===== src/rtl/window_accu_if.sv =====
// Sample/result bundle between a producer and window_accu.
// The producer drives en/din/din_valid/mode and observes dout/data_ready/busy.
interface window_accu_if #(
    parameter int DATA_WIDTH = 32,
    parameter int OUT_WIDTH  = 37
);
    logic                         en;
    logic signed [DATA_WIDTH-1:0] din;
    logic                         din_valid;
    logic                         mode;
    logic signed [OUT_WIDTH-1:0]  dout;
    logic                         data_ready;
    logic                         busy;

    modport master (
        output en, din, din_valid, mode,
        input  dout, data_ready, busy
    );

    modport slave (
        input  en, din, din_valid, mode,
        output dout, data_ready, busy
    );
endinterface


===== src/rtl/window_accu.sv =====
// Windowed accumulator: publishes either the sum of WIN_LEN samples or their
// line length (sum of saturated absolute sample-to-sample differences).
module window_accu #(
    parameter int DATA_WIDTH = 32,
    parameter int WIN_LEN    = 32,
    parameter int OUT_WIDTH  = 37
) (
    input logic          clk,
    input logic          rst,
    window_accu_if.slave bus
);

    localparam int                    CNT_W    = $clog2(WIN_LEN);
    localparam logic [CNT_W-1:0]      LAST_IDX = CNT_W'(WIN_LEN - 1);
    localparam logic [DATA_WIDTH:0]   SAT_MAX  = {2'b00, {(DATA_WIDTH-1){1'b1}}};

    typedef enum logic [1:0] {
        IDLE  = 2'd0,
        ACCUM = 2'd1,
        DONE  = 2'd2
    } state_t;

    state_t                        state_q, state_d;
    logic [CNT_W-1:0]              cnt_q, cnt_d;
    logic signed [OUT_WIDTH-1:0]   acc_q, acc_d;
    logic signed [DATA_WIDTH-1:0]  prev_q, prev_d;
    logic                          prev_valid_q, prev_valid_d;
    logic                          mode_q, mode_d;
    logic signed [OUT_WIDTH-1:0]   dout_q, dout_d;
    logic                          data_ready_q, data_ready_d;

    logic                          accept;
    logic                          first;
    logic                          last;
    logic                          eff_mode;
    logic signed [DATA_WIDTH:0]    diff;
    logic [DATA_WIDTH:0]           diff_u;
    logic [DATA_WIDTH:0]           mag;
    logic [DATA_WIDTH:0]           sat;
    logic signed [OUT_WIDTH-1:0]   term;

    // Sample 0 takes its mode straight from the input, since mode_q is only
    // loaded on that same edge.
    always_comb begin
        accept   = bus.din_valid && !bus.en;
        first    = (cnt_q == '0);
        last     = (cnt_q == LAST_IDX);
        eff_mode = first ? bus.mode : mode_q;

        diff   = {bus.din[DATA_WIDTH-1], bus.din} - {prev_q[DATA_WIDTH-1], prev_q};
        diff_u = diff;
        mag    = diff[DATA_WIDTH] ? (~diff_u + (DATA_WIDTH+1)'(1)) : diff_u;
        sat    = (mag > SAT_MAX) ? SAT_MAX : mag;

        term = '0;
        if (eff_mode) begin
            if (prev_valid_q) begin
                term = {{(OUT_WIDTH-DATA_WIDTH-1){1'b0}}, sat};
            end
        end else begin
            term = {{(OUT_WIDTH-DATA_WIDTH){bus.din[DATA_WIDTH-1]}}, bus.din};
        end
    end

    always_comb begin
        state_d      = state_q;
        cnt_d        = cnt_q;
        acc_d        = acc_q;
        prev_d       = prev_q;
        prev_valid_d = prev_valid_q;
        mode_d       = mode_q;
        dout_d       = dout_q;
        data_ready_d = 1'b0;

        if (accept) begin
            prev_d       = bus.din;
            prev_valid_d = 1'b1;
            cnt_d        = cnt_q + CNT_W'(1);
            if (first) begin
                mode_d = bus.mode;
            end
            if (last) begin
                dout_d       = acc_q + term;
                acc_d        = '0;
                data_ready_d = 1'b1;
            end else begin
                acc_d = acc_q + term;
            end
        end

        // DONE is held while stalled so the return to IDLE happens once en drops.
        case (state_q)
            IDLE: begin
                if (accept) state_d = ACCUM;
            end
            ACCUM: begin
                if (accept && last) state_d = DONE;
            end
            DONE: begin
                if (bus.en)      state_d = DONE;
                else if (accept) state_d = ACCUM;
                else             state_d = IDLE;
            end
            default: state_d = IDLE;
        endcase
    end

    always_ff @(posedge clk) begin
        if (rst) begin
            state_q      <= IDLE;
            cnt_q        <= '0;
            acc_q        <= '0;
            prev_q       <= '0;
            prev_valid_q <= 1'b0;
            mode_q       <= 1'b0;
            dout_q       <= '0;
            data_ready_q <= 1'b0;
        end else begin
            state_q      <= state_d;
            cnt_q        <= cnt_d;
            acc_q        <= acc_d;
            prev_q       <= prev_d;
            prev_valid_q <= prev_valid_d;
            mode_q       <= mode_d;
            dout_q       <= dout_d;
            data_ready_q <= data_ready_d;
        end
    end

    assign bus.dout       = dout_q;
    assign bus.data_ready = data_ready_q;
    assign bus.busy       = (state_q == ACCUM);

endmodule


===== src/flat_wrapper.sv =====
// flat-port wrapper written by rule: the top's interface ports become plain ports
module window_accu_flat 
#(
    parameter int DATA_WIDTH = 32,
    parameter int WIN_LEN    = 32,
    parameter int OUT_WIDTH  = 37
)
  (clk, rst, bus_en, bus_din, bus_din_valid, bus_mode, bus_dout, bus_data_ready, bus_busy);
  window_accu_if #(.DATA_WIDTH(DATA_WIDTH), .OUT_WIDTH(OUT_WIDTH)) bus_i ();
  input logic clk;
  input logic rst;
  input wire logic [$bits(bus_i.en)-1:0] bus_en;
  input wire logic [$bits(bus_i.din)-1:0] bus_din;
  input wire logic [$bits(bus_i.din_valid)-1:0] bus_din_valid;
  input wire logic [$bits(bus_i.mode)-1:0] bus_mode;
  output wire logic [$bits(bus_i.dout)-1:0] bus_dout;
  output wire logic [$bits(bus_i.data_ready)-1:0] bus_data_ready;
  output wire logic [$bits(bus_i.busy)-1:0] bus_busy;
  assign bus_i.en = bus_en;
  assign bus_i.din = bus_din;
  assign bus_i.din_valid = bus_din_valid;
  assign bus_i.mode = bus_mode;
  assign bus_dout = bus_i.dout;
  assign bus_data_ready = bus_i.data_ready;
  assign bus_busy = bus_i.busy;
  window_accu #(.DATA_WIDTH(DATA_WIDTH), .WIN_LEN(WIN_LEN), .OUT_WIDTH(OUT_WIDTH)) u_core (.clk(clk), .rst(rst), .bus(bus_i));
endmodule

===== config.mk =====
export PLATFORM = sky130hd
export DESIGN_NAME = window_accu_flat
export DESIGN_NICKNAME = d
export VERILOG_FILES = /design/src/rtl/window_accu_if.sv /design/src/rtl/window_accu.sv /design/src/flat_wrapper.sv
export SDC_FILE = /design/constraint.sdc
export NUM_CORES = 1
export LEC_CHECK = 0
export CORE_ASPECT_RATIO = 0.5
export CORE_MARGIN = 5
export CORE_UTILIZATION = 50
export DETAILED_ROUTE_END_ITERATION = 8
export PLACE_DENSITY = 0.78
export SYNTH_ARGS = -nofsm -noshare
export SYNTH_HDL_FRONTEND = slang
export SYNTH_SLANG_ARGS = --single-unit

===== constraint.sdc =====
create_clock -name clk -period 10.7 [get_ports clk]
set_input_delay 3.21 -clock clk [delete_from_list [all_inputs] [get_ports clk]]
set_output_delay 3.21 -clock clk [all_outputs]
set_load 0.02 [all_outputs]

==> impl_metrics.py <==
metrics = {
    "logic_synthesis": {
        "synth_flop_cell": "dfxtp_1",
        "yosys_register_bits": 116,
        "synthMuxAreaShare": 0.008771,
        "netlist_area_um2": 9415,
        "synth-simple-area-share": 0.2128,
        "synth_common_cells": "nand2_1, a21oi_1, dfxtp_1, nor2_1, ha_1",
        "synthAdderAreaFrac": 0.09993,
        "async_flop_share": 0,
        "synth_cell_type_count": 86,
        "synth_cells": 1279,
        "yosys.cell_count.top_type": "nand2_1",
        "synth.area.top_cells": "dfxtp_1, ha_1, a21oi_1",
        "synth_top_area_cell": "dfxtp_1",
        "synthXorXnorAreaFrac": 0.07814,
        "synth_top_area_share": 0.2466,
        "yosysWarnings": 0,
        "synth_top_family_by_area": "compound AO/OA/AOI/OAI gates",
        "synth_compound_area_frac": 0.2958,
        "ys_seq_area_frac": 0.2466,
        "avgSynthCellArea_um2": 7.361,
        "synth_edf_count": 0,
        "synth_fp_nets": 1390,
    },
    "floorplanning": {
        "pin_count": 76,
        "rows": 35,
        "die_w_um": 204.1,
        "start_util": 0.5107,
        "die_area_um2": 21840,
        "coreArea_um2": 18440,
        "chipHeight_um": 107.0,
    },
    "timing": {
        "relSlewSlack": 0.2641,
        "max_freq_mhz": 98.25,
        "slew_violations": 0,
        "period_minus_slack_ps": 10180,
        "finalHoldViolCount": 0,
        "finalWorstSetupSlack_ps": 521.6,
        "rsz0062_at_grt": "no",
        "max_slew.worst_pin.slew_ps": 1104,
        "fin_skew_ps": 8.802,
        "post-route-period-util": 0.9513,
        "finalSetupViolations": 0,
        "finalSetupTns_ps": 0,
    },
    "run": {
        "cap_violations": 0,
    },
    "clock_tree": {
        "h-tree-depth": 4,
        "cts_sinks": 116,
        "clk_latency_ps": 430,
        "clock_path_buffers": 2,
        "cts-hold-fix-buffers": 0,
        "cts_tree": "done",
        "cts-root-buf": "clkbuf_16",
        "clkTransAtPathRegs_ps": 60,
        "numCtsBuffers": 17,
    },
    "global_routing": {
        "grt.overflow.total": 0,
        "antenna_found_initial": 0,
        "grt_pass1_vias": 8813,
        "grt_pass1_wl_um": 45560,
        "grt_max_degree": 106,
        "grt.total_usage": 0.2547,
    },
    "placed_design": {
        "gp_congestion": 0.9161,
        "pre_cts_slack_ps": 125.7,
        "io_buffers": 75,
        "dp_hpwl_um": 20940,
        "placed_cells_incl_taps": 1567,
    },
    "power_and_ir_drop": {
        "leakagePower_nw": 4.403,
        "power_frac_comb": 0.327,
        "p_clk_frac": 0.384,
        "p_sw_uw": 570.5,
        "p_seq_frac": 0.290,
        "p_sw_frac": 0.3594,
        "peakVddDrop_uv": 116.7,
        "power_density_nw_per_um2": 144.0,
        "p_int_mw": 1.017,
    },
    "critical_path": {
        "slowest_stage": "or4b_1",
        "arrival_ps": 10480,
        "worst-setup-path-type": "primary input to flop",
        "endpoint_kind": "flop",
        "critPathMaxStageDelay_ps": 570,
        "start_kind": "primary input",
        "cp.required_ps": 11010,
        "crit_top_cell": "o21ai_0",
        "path_max_fanout": 7,
    },
    "drt": {
        "antenna_left": 0,
        "vias": 9613,
        "routedWlPerCell_um": 17.55,
        "post-route-drc-count": 0,
        "drt-initial-drc-count": 965,
        "viasPerCell": 5.997,
        "wirelength_um": 28140,
        "firstDrtPassIters": 5,
    },
    "outcome": {
        "status": "complete, no violations",
    },
    "worst_hold_path": {
        "hold_class": "flop to flop",
    },
    "final_layout": {
        "antennaDiodeCount": 0,
        "layout.nets": 1442,
        "finalNonFillerCells": 1603,
        "syn_to_final_growth_pct": 17.13,
        "drive_gt1_frac": 0.07068,
        "fill_cells": 1716,
    },
}
-- cells in the final DEF, fill, tap and decap left out, types with 17 or more instances in the layout --
cell type | netlist | final
dfxtp_1 | 116 | 116
inv_1 | 65 | 65
xor2_1 | 33 | 33
a22oi_1 | 31 | 31
xnor2_1 | 51 | 51
o21ai_0 | 47 | 46
a31oi_1 | 32 | 32
clkdlybuf4s50_1 | 0 | 74
a21o_1 | 29 | 29
nor2_1 | 108 | 107
clkbuf_16 | 0 | 17
a21oi_1 | 166 | 166
ha_1 | 72 | 72
nand2_1 | 207 | 207
buf_4 | 0 | 29
-- worst paths after layout --
| path | startpoint | endpoint | slack (ps) | depth (start not counted) |
|---|---|---|---|---|
| setup / recovery | bus_din[14] | u_core.acc_q[24]$_SDFFE_PP0P_ | 520 | 27 |
| hold / removal | u_core.bus.dout[31]$_SDFFE_PP0P_ | u_core.bus.dout[31]$_SDFFE_PP0P_ | 450 | 2 |
| setup reg to reg | u_core.prev_q[12]$_SDFFE_PP0P_ | u_core.acc_q[24]$_SDFFE_PP0P_ | 3460 | 27 |
| hold reg to reg | u_core.bus.dout[31]$_SDFFE_PP0P_ | u_core.bus.dout[31]$_SDFFE_PP0P_ | 450 | 2 |
-- kinds of logic (layout without fill, tap and decap cells) --
kind of cell / after synthesis / in the layout
AO/OA/AOI/OAI: 423 / 423
XOR/XNOR: 84 / 84
adder cells (fa/ha/maj): 74 / 74
buffers and inverters: 135 / 200
flip-flops: 116 / 116
multiplexers: 8 / 8
AND/OR/NAND/NOR: 439 / 439
-- what timing repair did --
action	CTS	global route
buffers inserted	0	4
resized for setup	0	2
endpoints found under the setup margin	0	5
-- cell type report --
type,count,area (um^2),area share
Sequential cell,116,2322,0.2106
Inverter,65,244.0,0.02212
Multi-Input combinational cell,1028,6573,0.5960
Timing Repair Buffer,103,958.4,0.08691
Clock buffer,18,429.2,0.03892
Clock inverter,14,177.7,0.01611
Tap cell,259,324.1,0.02939
-- critical path, delay by kind of cell --
kind / cells / cell delay (ps)
AND/OR/NAND/NOR: 7 / 2080
XOR/XNOR: 2 / 410
AO/OA/AOI/OAI: 13 / 3110
adder cells (fa/ha/maj): 2 / 790
buffers and inverters: 3 / 870
-- power by group through the flow --
stage                     registers, mW  clock network [mW]  logic (mW)
after floorplan                   0.466                   0       0.372
after global routing              0.462               0.634       0.566
after CTS                         0.460               0.617       0.501
after global placement            0.468                   0       0.491
after detailed placement          0.469                   0       0.498
final                             0.460               0.609       0.519
-- metrics by stage --
stage            util  total power [mW]  area, um^2  hold slack, ps
5_1_grt        0.5982             1.661       11030           473.3
4_1_cts        0.5963             1.578       10990           455.6
3_5_place_dp   0.5634            0.9671       10390           447.5
2_1_floorplan       -            0.8385        9415           436.2
3_3_place_gp   0.5634            0.9591       10390           441.4
6_report       0.5982             1.588       11030           452.2
-- state kept, by name, summed over array words and instances (netlist names) --
name	count
u_core.acc_q	37
u_core.bus.dout	37
u_core.prev_q	32
u_core.cnt_q	5
u_core.state_q	2
u_core.bus.data_ready	1
u_core.mode_q	1
u_core.prev_valid_q	1
-- per-layer routing --
| layer | vias to the layer above | global-route usage | wire [um] |
|---|---|---|---|
| met4 | 0 | 0.05495 | 406 |
| li1 | 4678 | - | - |
| met3 | 47 | 0.04442 | 2353 |
| met5 | - | 0 | 0 |
| met2 | 385 | 0.3940 | 11870 |
| met1 | 4503 | 0.3719 | 13510 |
(Power assumes the default switching activity.)
